### config.mk
export PLATFORM = sky130hd
export DESIGN_NAME = systolic_ctrl_flat
export DESIGN_NICKNAME = d
export VERILOG_FILES = /design/src/rtl/systolic_ctrl_if.sv /design/src/rtl/systolic_ctrl.sv /design/src/flat_wrapper.sv
export SDC_FILE = /design/constraint.sdc
export NUM_CORES = 1
export LEC_CHECK = 0
export BUFFER_PORTS_ARGS = -buffer_cell sky130_fd_sc_hd__buf_2
export CAP_MARGIN = 20
export CORE_MARGIN = 2
export CORE_UTILIZATION = 30
export CTS_CLUSTER_DIAMETER = 60
export CTS_CLUSTER_SIZE = 14
export DETAILED_ROUTE_END_ITERATION = 16
export HOLD_SLACK_MARGIN = 0.12
export SLEW_MARGIN = 10
export SYNTH_ARGS = -nofsm -noshare
export SYNTH_HDL_FRONTEND = slang
export SYNTH_SLANG_ARGS = --single-unit
### constraint.sdc
create_clock -name clk -period 4.54 [get_ports clk]
set_input_delay 0.908 -clock clk [delete_from_list [all_inputs] [get_ports clk]]
set_output_delay 0.908 -clock clk [all_outputs]
set_load 0.02 [all_outputs]
### src/rtl/systolic_ctrl_if.sv
// Signal bundle between the systolic sequencer, its command host and the array/buffer side.
// master = sequencer, slave = host/array/buffers.
interface systolic_ctrl_if #(
  parameter int N  = 4,
  parameter int AW = 8
);
  logic          start;
  logic          abort;
  logic [AW-1:0] cfg_rows;
  logic          busy;
  logic          done;
  logic          wfetch;
  logic [AW-1:0] w_rd_addr;
  logic [N-1:0]  if_en;
  logic          in_rd_en;
  logic [AW-1:0] in_rd_addr;
  logic          of_capture;
  logic [AW-1:0] out_wr_addr;

  modport master (
    input  start, abort, cfg_rows,
    output busy, done, wfetch, w_rd_addr, if_en, in_rd_en, in_rd_addr,
           of_capture, out_wr_addr
  );

  modport slave (
    output start, abort, cfg_rows,
    input  busy, done, wfetch, w_rd_addr, if_en, in_rd_en, in_rd_addr,
           of_capture, out_wr_addr
  );
endinterface

### src/rtl/systolic_ctrl.sv
// Sequencer for an N x N systolic array: weight preload, skewed input streaming,
// output capture timing and a one-cycle done pulse. All outputs are registered.
//
// state    | meaning
// ---------+----------------------------------------------------------
// S_IDLE   | waiting for start; all outputs low
// S_LOAD_W | weight rows 0..N-1 fetched, one per cycle
// S_STREAM | stream counter k = 0..M+N-2 drives skewed if_en / reads
// S_DRAIN  | stream finished, remaining output captures only
// S_DONE   | one-cycle done pulse, back to S_IDLE
module systolic_ctrl #(
  parameter int N       = 4,
  parameter int AW      = 8,
  parameter int OUT_LAT = 8
) (
  input  logic           clk,
  input  logic           rst,
  systolic_ctrl_if.master bus
);
  localparam int CW = AW + 1;
  localparam logic [CW-1:0] N_C   = CW'(N);
  localparam logic [CW-1:0] LAT_C = CW'(OUT_LAT);
  localparam logic [AW-1:0] LAT_A = AW'(OUT_LAT);

  typedef enum logic [2:0] {
    S_IDLE,
    S_LOAD_W,
    S_STREAM,
    S_DRAIN,
    S_DONE
  } state_t;

  state_t        state, state_nx;
  logic [CW-1:0] t, t_nx;
  logic [AW-1:0] m, m_nx;
  logic [CW-1:0] m_ext, mn_ext, last_k, last_cap;
  logic          streaming, capturing;

  logic          busy_q, busy_nx;
  logic          done_q, done_nx;
  logic          wfetch_q, wfetch_nx;
  logic [AW-1:0] w_rd_addr_q, w_rd_addr_nx;
  logic [N-1:0]  if_en_q, if_en_nx;
  logic          in_rd_en_q, in_rd_en_nx;
  logic [AW-1:0] in_rd_addr_q, in_rd_addr_nx;
  logic          of_capture_q, of_capture_nx;
  logic [AW-1:0] out_wr_addr_q, out_wr_addr_nx;

  // One counter t serves as weight row index in LOAD_W and as the stream
  // counter k in STREAM/DRAIN; captures are t-OUT_LAT since both start together.
  always_comb begin
    state_nx = state;
    t_nx     = t;
    m_nx     = m;
    m_ext    = {1'b0, m};
    last_k   = m_ext + N_C - CW'(2);
    last_cap = m_ext + LAT_C - CW'(1);

    if (bus.abort) begin
      state_nx = S_IDLE;
      t_nx     = '0;
    end else begin
      case (state)
        S_IDLE: begin
          if (bus.start) begin
            m_nx     = bus.cfg_rows;
            t_nx     = '0;
            state_nx = (bus.cfg_rows == '0) ? S_DONE : S_LOAD_W;
          end
        end
        S_LOAD_W: begin
          if (t == N_C - CW'(1)) begin
            state_nx = S_STREAM;
            t_nx     = '0;
          end else begin
            t_nx = t + CW'(1);
          end
        end
        S_STREAM: begin
          t_nx = t + CW'(1);
          if (t == last_k) begin
            state_nx = (t == last_cap) ? S_DONE : S_DRAIN;
          end
        end
        S_DRAIN: begin
          t_nx = t + CW'(1);
          if (t == last_cap) begin
            state_nx = S_DONE;
          end
        end
        S_DONE:  state_nx = S_IDLE;
        default: state_nx = S_IDLE;
      endcase
    end
  end

  // Outputs are derived from the next state/counter so they register in step with it.
  always_comb begin
    mn_ext         = {1'b0, m_nx};
    busy_nx        = (state_nx != S_IDLE);
    done_nx        = (state_nx == S_DONE);
    wfetch_nx      = (state_nx == S_LOAD_W);
    w_rd_addr_nx   = wfetch_nx ? t_nx[AW-1:0] : '0;
    streaming      = (state_nx == S_STREAM);
    capturing      = ((state_nx == S_STREAM) || (state_nx == S_DRAIN)) &&
                     (t_nx >= LAT_C) && (t_nx < LAT_C + mn_ext);
    in_rd_en_nx    = streaming && (t_nx < mn_ext);
    in_rd_addr_nx  = in_rd_en_nx ? t_nx[AW-1:0] : '0;
    of_capture_nx  = capturing;
    out_wr_addr_nx = capturing ? (t_nx[AW-1:0] - LAT_A) : '0;
    if_en_nx       = '0;
    for (int i = 0; i < N; i++) begin
      if_en_nx[i] = streaming && (t_nx >= CW'(i)) && ((t_nx - CW'(i)) < mn_ext);
    end
  end

  always_ff @(posedge clk or negedge rst) begin
    if (!rst) begin
      state         <= S_IDLE;
      t             <= '0;
      m             <= '0;
      busy_q        <= 1'b0;
      done_q        <= 1'b0;
      wfetch_q      <= 1'b0;
      w_rd_addr_q   <= '0;
      if_en_q       <= '0;
      in_rd_en_q    <= 1'b0;
      in_rd_addr_q  <= '0;
      of_capture_q  <= 1'b0;
      out_wr_addr_q <= '0;
    end else begin
      state         <= state_nx;
      t             <= t_nx;
      m             <= m_nx;
      busy_q        <= busy_nx;
      done_q        <= done_nx;
      wfetch_q      <= wfetch_nx;
      w_rd_addr_q   <= w_rd_addr_nx;
      if_en_q       <= if_en_nx;
      in_rd_en_q    <= in_rd_en_nx;
      in_rd_addr_q  <= in_rd_addr_nx;
      of_capture_q  <= of_capture_nx;
      out_wr_addr_q <= out_wr_addr_nx;
    end
  end

  assign bus.busy        = busy_q;
  assign bus.done        = done_q;
  assign bus.wfetch      = wfetch_q;
  assign bus.w_rd_addr   = w_rd_addr_q;
  assign bus.if_en       = if_en_q;
  assign bus.in_rd_en    = in_rd_en_q;
  assign bus.in_rd_addr  = in_rd_addr_q;
  assign bus.of_capture  = of_capture_q;
  assign bus.out_wr_addr = out_wr_addr_q;
endmodule

### src/flat_wrapper.sv
// flat-port wrapper written by rule: the top's interface ports become plain ports
module systolic_ctrl_flat 
#(
  parameter int N       = 4,
  parameter int AW      = 8,
  parameter int OUT_LAT = 8
)
  (clk, rst, bus_start, bus_abort, bus_cfg_rows, bus_busy, bus_done, bus_wfetch, bus_w_rd_addr, bus_if_en, bus_in_rd_en, bus_in_rd_addr, bus_of_capture, bus_out_wr_addr);
  systolic_ctrl_if #(.N(N), .AW(AW)) bus_i ();
  input  logic clk;
  input  logic rst;
  input wire logic [$bits(bus_i.start)-1:0] bus_start;
  input wire logic [$bits(bus_i.abort)-1:0] bus_abort;
  input wire logic [$bits(bus_i.cfg_rows)-1:0] bus_cfg_rows;
  output wire logic [$bits(bus_i.busy)-1:0] bus_busy;
  output wire logic [$bits(bus_i.done)-1:0] bus_done;
  output wire logic [$bits(bus_i.wfetch)-1:0] bus_wfetch;
  output wire logic [$bits(bus_i.w_rd_addr)-1:0] bus_w_rd_addr;
  output wire logic [$bits(bus_i.if_en)-1:0] bus_if_en;
  output wire logic [$bits(bus_i.in_rd_en)-1:0] bus_in_rd_en;
  output wire logic [$bits(bus_i.in_rd_addr)-1:0] bus_in_rd_addr;
  output wire logic [$bits(bus_i.of_capture)-1:0] bus_of_capture;
  output wire logic [$bits(bus_i.out_wr_addr)-1:0] bus_out_wr_addr;
  assign bus_i.start = bus_start;
  assign bus_i.abort = bus_abort;
  assign bus_i.cfg_rows = bus_cfg_rows;
  assign bus_busy = bus_i.busy;
  assign bus_done = bus_i.done;
  assign bus_wfetch = bus_i.wfetch;
  assign bus_w_rd_addr = bus_i.w_rd_addr;
  assign bus_if_en = bus_i.if_en;
  assign bus_in_rd_en = bus_i.in_rd_en;
  assign bus_in_rd_addr = bus_i.in_rd_addr;
  assign bus_of_capture = bus_i.of_capture;
  assign bus_out_wr_addr = bus_i.out_wr_addr;
  systolic_ctrl #(.N(N), .AW(AW), .OUT_LAT(OUT_LAT)) u_core (.clk(clk), .rst(rst), .bus(bus_i));
endmodule
==> impl_metrics.toml <==
[finish]
nFillCells = 1439
final_area_um2 = 5037
nets = 604
final_common_cell = "dfrtp_1"
final_cell_mix = "52 x dfrtp_1, 50 x nor2_1, 49 x ha_1"
insertedDiodeCount = 0
drive_gt1_share_pct = 18.93
area_growth_syn_to_layout_pct = 16.36

[sta]
rsz0062_at_grt = "false"
layout_min_cycle_time_ns = 4.218
fin_ws_ns = 0.3220
drv_slew = 0
worst_pin_slew_ns = 0.7762
setup_viol = 0
hold_violations = 0
fin_crit_sh_pct = 92.91
slew_headroom_pct = 46.92
finalSetupTns_ns = 0
max_freq_mhz = 237.1
skew_ns = 0.005772

[power_and_ir_drop]
leakage_nw = 2.474
power_per_cell_area_nw_per_um2 = 264.4
ir_drop_v = 0.0001462
finalPower_mw = 1.332

[die]
dieArea_um2 = 15410
initial_utilization_pct = 30.95
core_area_um2 = 13990
die_w_um = 124.1
die_h_um = 124.1
placementRows = 43
pin_count = 45

[logic_synthesis]
synth-xor-area-share_pct = 7.890
synth_ff_type = "dfrtp_1"
synth-seq-cells = 52
synth_fa_ha_area_share_pct = 14.16
synth_area_leaders = "dfrtp_1 30%, ha_1 14%, xnor2_1 5.7%"
synth_top_area_share_pct = 30.06
syn_area_um2 = 4329
synth_top_family_by_area = "simple AND/OR/NAND/NOR gates"
synth.area.mux_share_pct = 3.035
synth_compound_area_share_pct = 18.73
synth.distinct_cells = 80
syn_area_per_cell_um2 = 8.945
synth_top_area_cell = "dfrtp_1"
async_reset_ff_share_pct = 100.0
synth_edf_count = 0
netlist_instances = 484
synthSimpleGateAreaFrac_pct = 20.46
ys_seq_area_share_pct = 30.06
synth_nets = 545
yosysWarningCount = 0

[global_routing]
antenna_found_initial = 0
grt_pass1_wl_mm = 19.82
grt_max_degree = 53
overflow = 0
grt_use_total_pct = 16.65
grt_pass1_vias = 3713

[clocking]
cts_num_sinks = 52
cts_setup_buffers = 0
cts-root-buf = "clkbuf_16"
cts.repair.resized = 0
cts-htree-levels = 2
cts_tree = "built"
clk_pin_slew_ns = 0.07
cts_max_path_buffers = 2
cts_buffers = 5
insertion_delay_ns = 0.29
cts_hold_buf = 0

[drt]
drtIter0Drc = 271
routedWlPerCell_um = 17.07
vias = 3872
dr.pass1.iters = 4
route.detailed.drc = 0
ant_nets = 0
wl_mm = 12.36
viasPerCell = 5.348

[placement]
io_buffers = 44
place_area_um2 = 4892
preCtsSetupSlack_ns = 0.2866
place.gp.congestion = 0.9398
hpwl_mm = 9.643

[critical_path]
startpoint_type = "flop"
slowest_stage = "nor4_1"
r2r-start = "u_core.t[6]"
critPathRequiredTime_ns = 4.73
critPathArrivalTime_ns = 4.41
setup.worst_path.start = "u_core.t[6]"
worstPathCellList = "buf_4 -> nor4_1 -> a211oi_1 -> o311a_1 -> a21o_1 -> inv_2 -> ha_1 -> inv_1 -> o21ai_0 -> a211oi_1 -> xor2_1 -> ha_1 -> nand3_1 -> nor2_1 -> a211oi_1 -> o21ai_0 -> nor4_1"
worstSetupPathType = "reg2reg"
path_common_cell = "a211oi_1"
critical_path.max_fanout = 11
end_kind = "flop"
critPathMaxStageDelay_ns = 0.51

[flow_run]
drv_cap = 0

[worst_hold_path]
holdCritPathClass = "in2async"

[outcome]
status = "finished clean"
## path summary, 6_finish.rpt
path / end / slack (ns) / cells past startpoint
setup / recovery: u_core.bus.if_en[2] / 0.32 / 17
hold / removal: u_core.bus.out_wr_addr[5] / 0.73 / 2
setup reg to reg: u_core.bus.if_en[2] / 0.32 / 17
hold reg to reg: u_core.state[0] / 0.74 / 2
max in group asynchronous: u_core.m[5] / 3.36 / 2
min in group clk: u_core.state[0] / 0.74 / 2
## cell type report
| cell class | instances | area [µm²] | share of cell area, % |
|---|---|---|---|
| Clock buffer | 6 | 128.9 | 2.558 |
| Inverter | 32 | 125.1 | 2.484 |
| Tap cell | 180 | 225.2 | 4.471 |
| Timing Repair Buffer | 74 | 457.9 | 9.091 |
| Sequential cell | 52 | 1301 | 25.83 |
| Multi-Input combinational cell | 378 | 2783 | 55.24 |
| Clock inverter | 2 | 16.27 | 0.3229 |
## through the flow
step	utilization (%)	instances	hold slack [ns]
3_5_place_dp	34.97	716	0.7203
5_1_grt	36.01	724	0.7589
6_report	36.01	724	0.7343
3_3_place_gp	34.97	716	0.7221
2_1_floorplan	-	484	0.5770
4_1_cts	36.01	724	0.7356
## cells by family after synthesis
kind of cell | Yosys count
buffers and inverters | 54
muxes | 13
DFF | 52
AOI/OAI and AO/OA | 109
and+or+nand+nor | 168
adders and majority gates | 49
xor gates and xnor gates | 39
## registers in the layout, indices dropped and copies added (netlist names), 3 cells and up
| register | cells |
|---|---|
| u_core.bus.if_en | 4 |
| u_core.bus.in_rd_addr | 8 |
| u_core.bus.out_wr_addr | 8 |
| u_core.bus.w_rd_addr | 8 |
| u_core.m | 8 |
| u_core.state | 3 |
| u_core.t | 9 |
## cells in the mapped netlist, types with 3 or more instances
| cell | n |
|---|---|
| and3_1 | 5 |
| nand4_1 | 7 |
| ha_1 | 49 |
| o2111a_1 | 4 |
| inv_1 | 29 |
| nor3_1 | 8 |
| xor2_1 | 11 |
| nor2b_1 | 6 |
| buf_6 | 3 |
| xnor2_1 | 28 |
| a211o_1 | 3 |
| a21o_1 | 7 |
| nand2_1 | 34 |
| nor2_1 | 50 |
| a211oi_1 | 9 |
| nor4_1 | 5 |
| mux2i_1 | 12 |
| buf_2 | 5 |
| o21ai_0 | 21 |
| a21boi_0 | 6 |
| dfrtp_1 | 52 |
| nand3_1 | 15 |
| nand2b_1 | 5 |
| and2_1 | 3 |
| or3_1 | 4 |
| clkbuf_1 | 11 |
| nand4b_1 | 4 |
| a2bb2oi_1 | 3 |
| a21oi_1 | 22 |
## critical path: cells and delay by family (launching register included)
| kind | cells | cell delay, ns |
|---|---|---|
| flops | 1 | 0.50 |
| buf+inv | 3 | 0.45 |
| xor+xnor | 1 | 0.17 |
| simple gates | 4 | 0.97 |
| fa+ha+maj | 2 | 0.56 |
| compound gates | 7 | 1.48 |
## power breakdown
part | total (mW) | switching (mW) | internal (mW)
Sequential | 0.522 | 0.0409 | 0.481
Clock | 0.371 | 0.166 | 0.206
Combinational | 0.439 | 0.251 | 0.188
## metal layers
metal,up-vias,wire [µm],track usage (%)
met3,14,450,1.786
met1,1907,5554,22.72
met5,-,0,0
li1,1852,-,-
met4,0,196,4.846
met2,99,6155,27.77
Power figures use the tool's default switching activity.
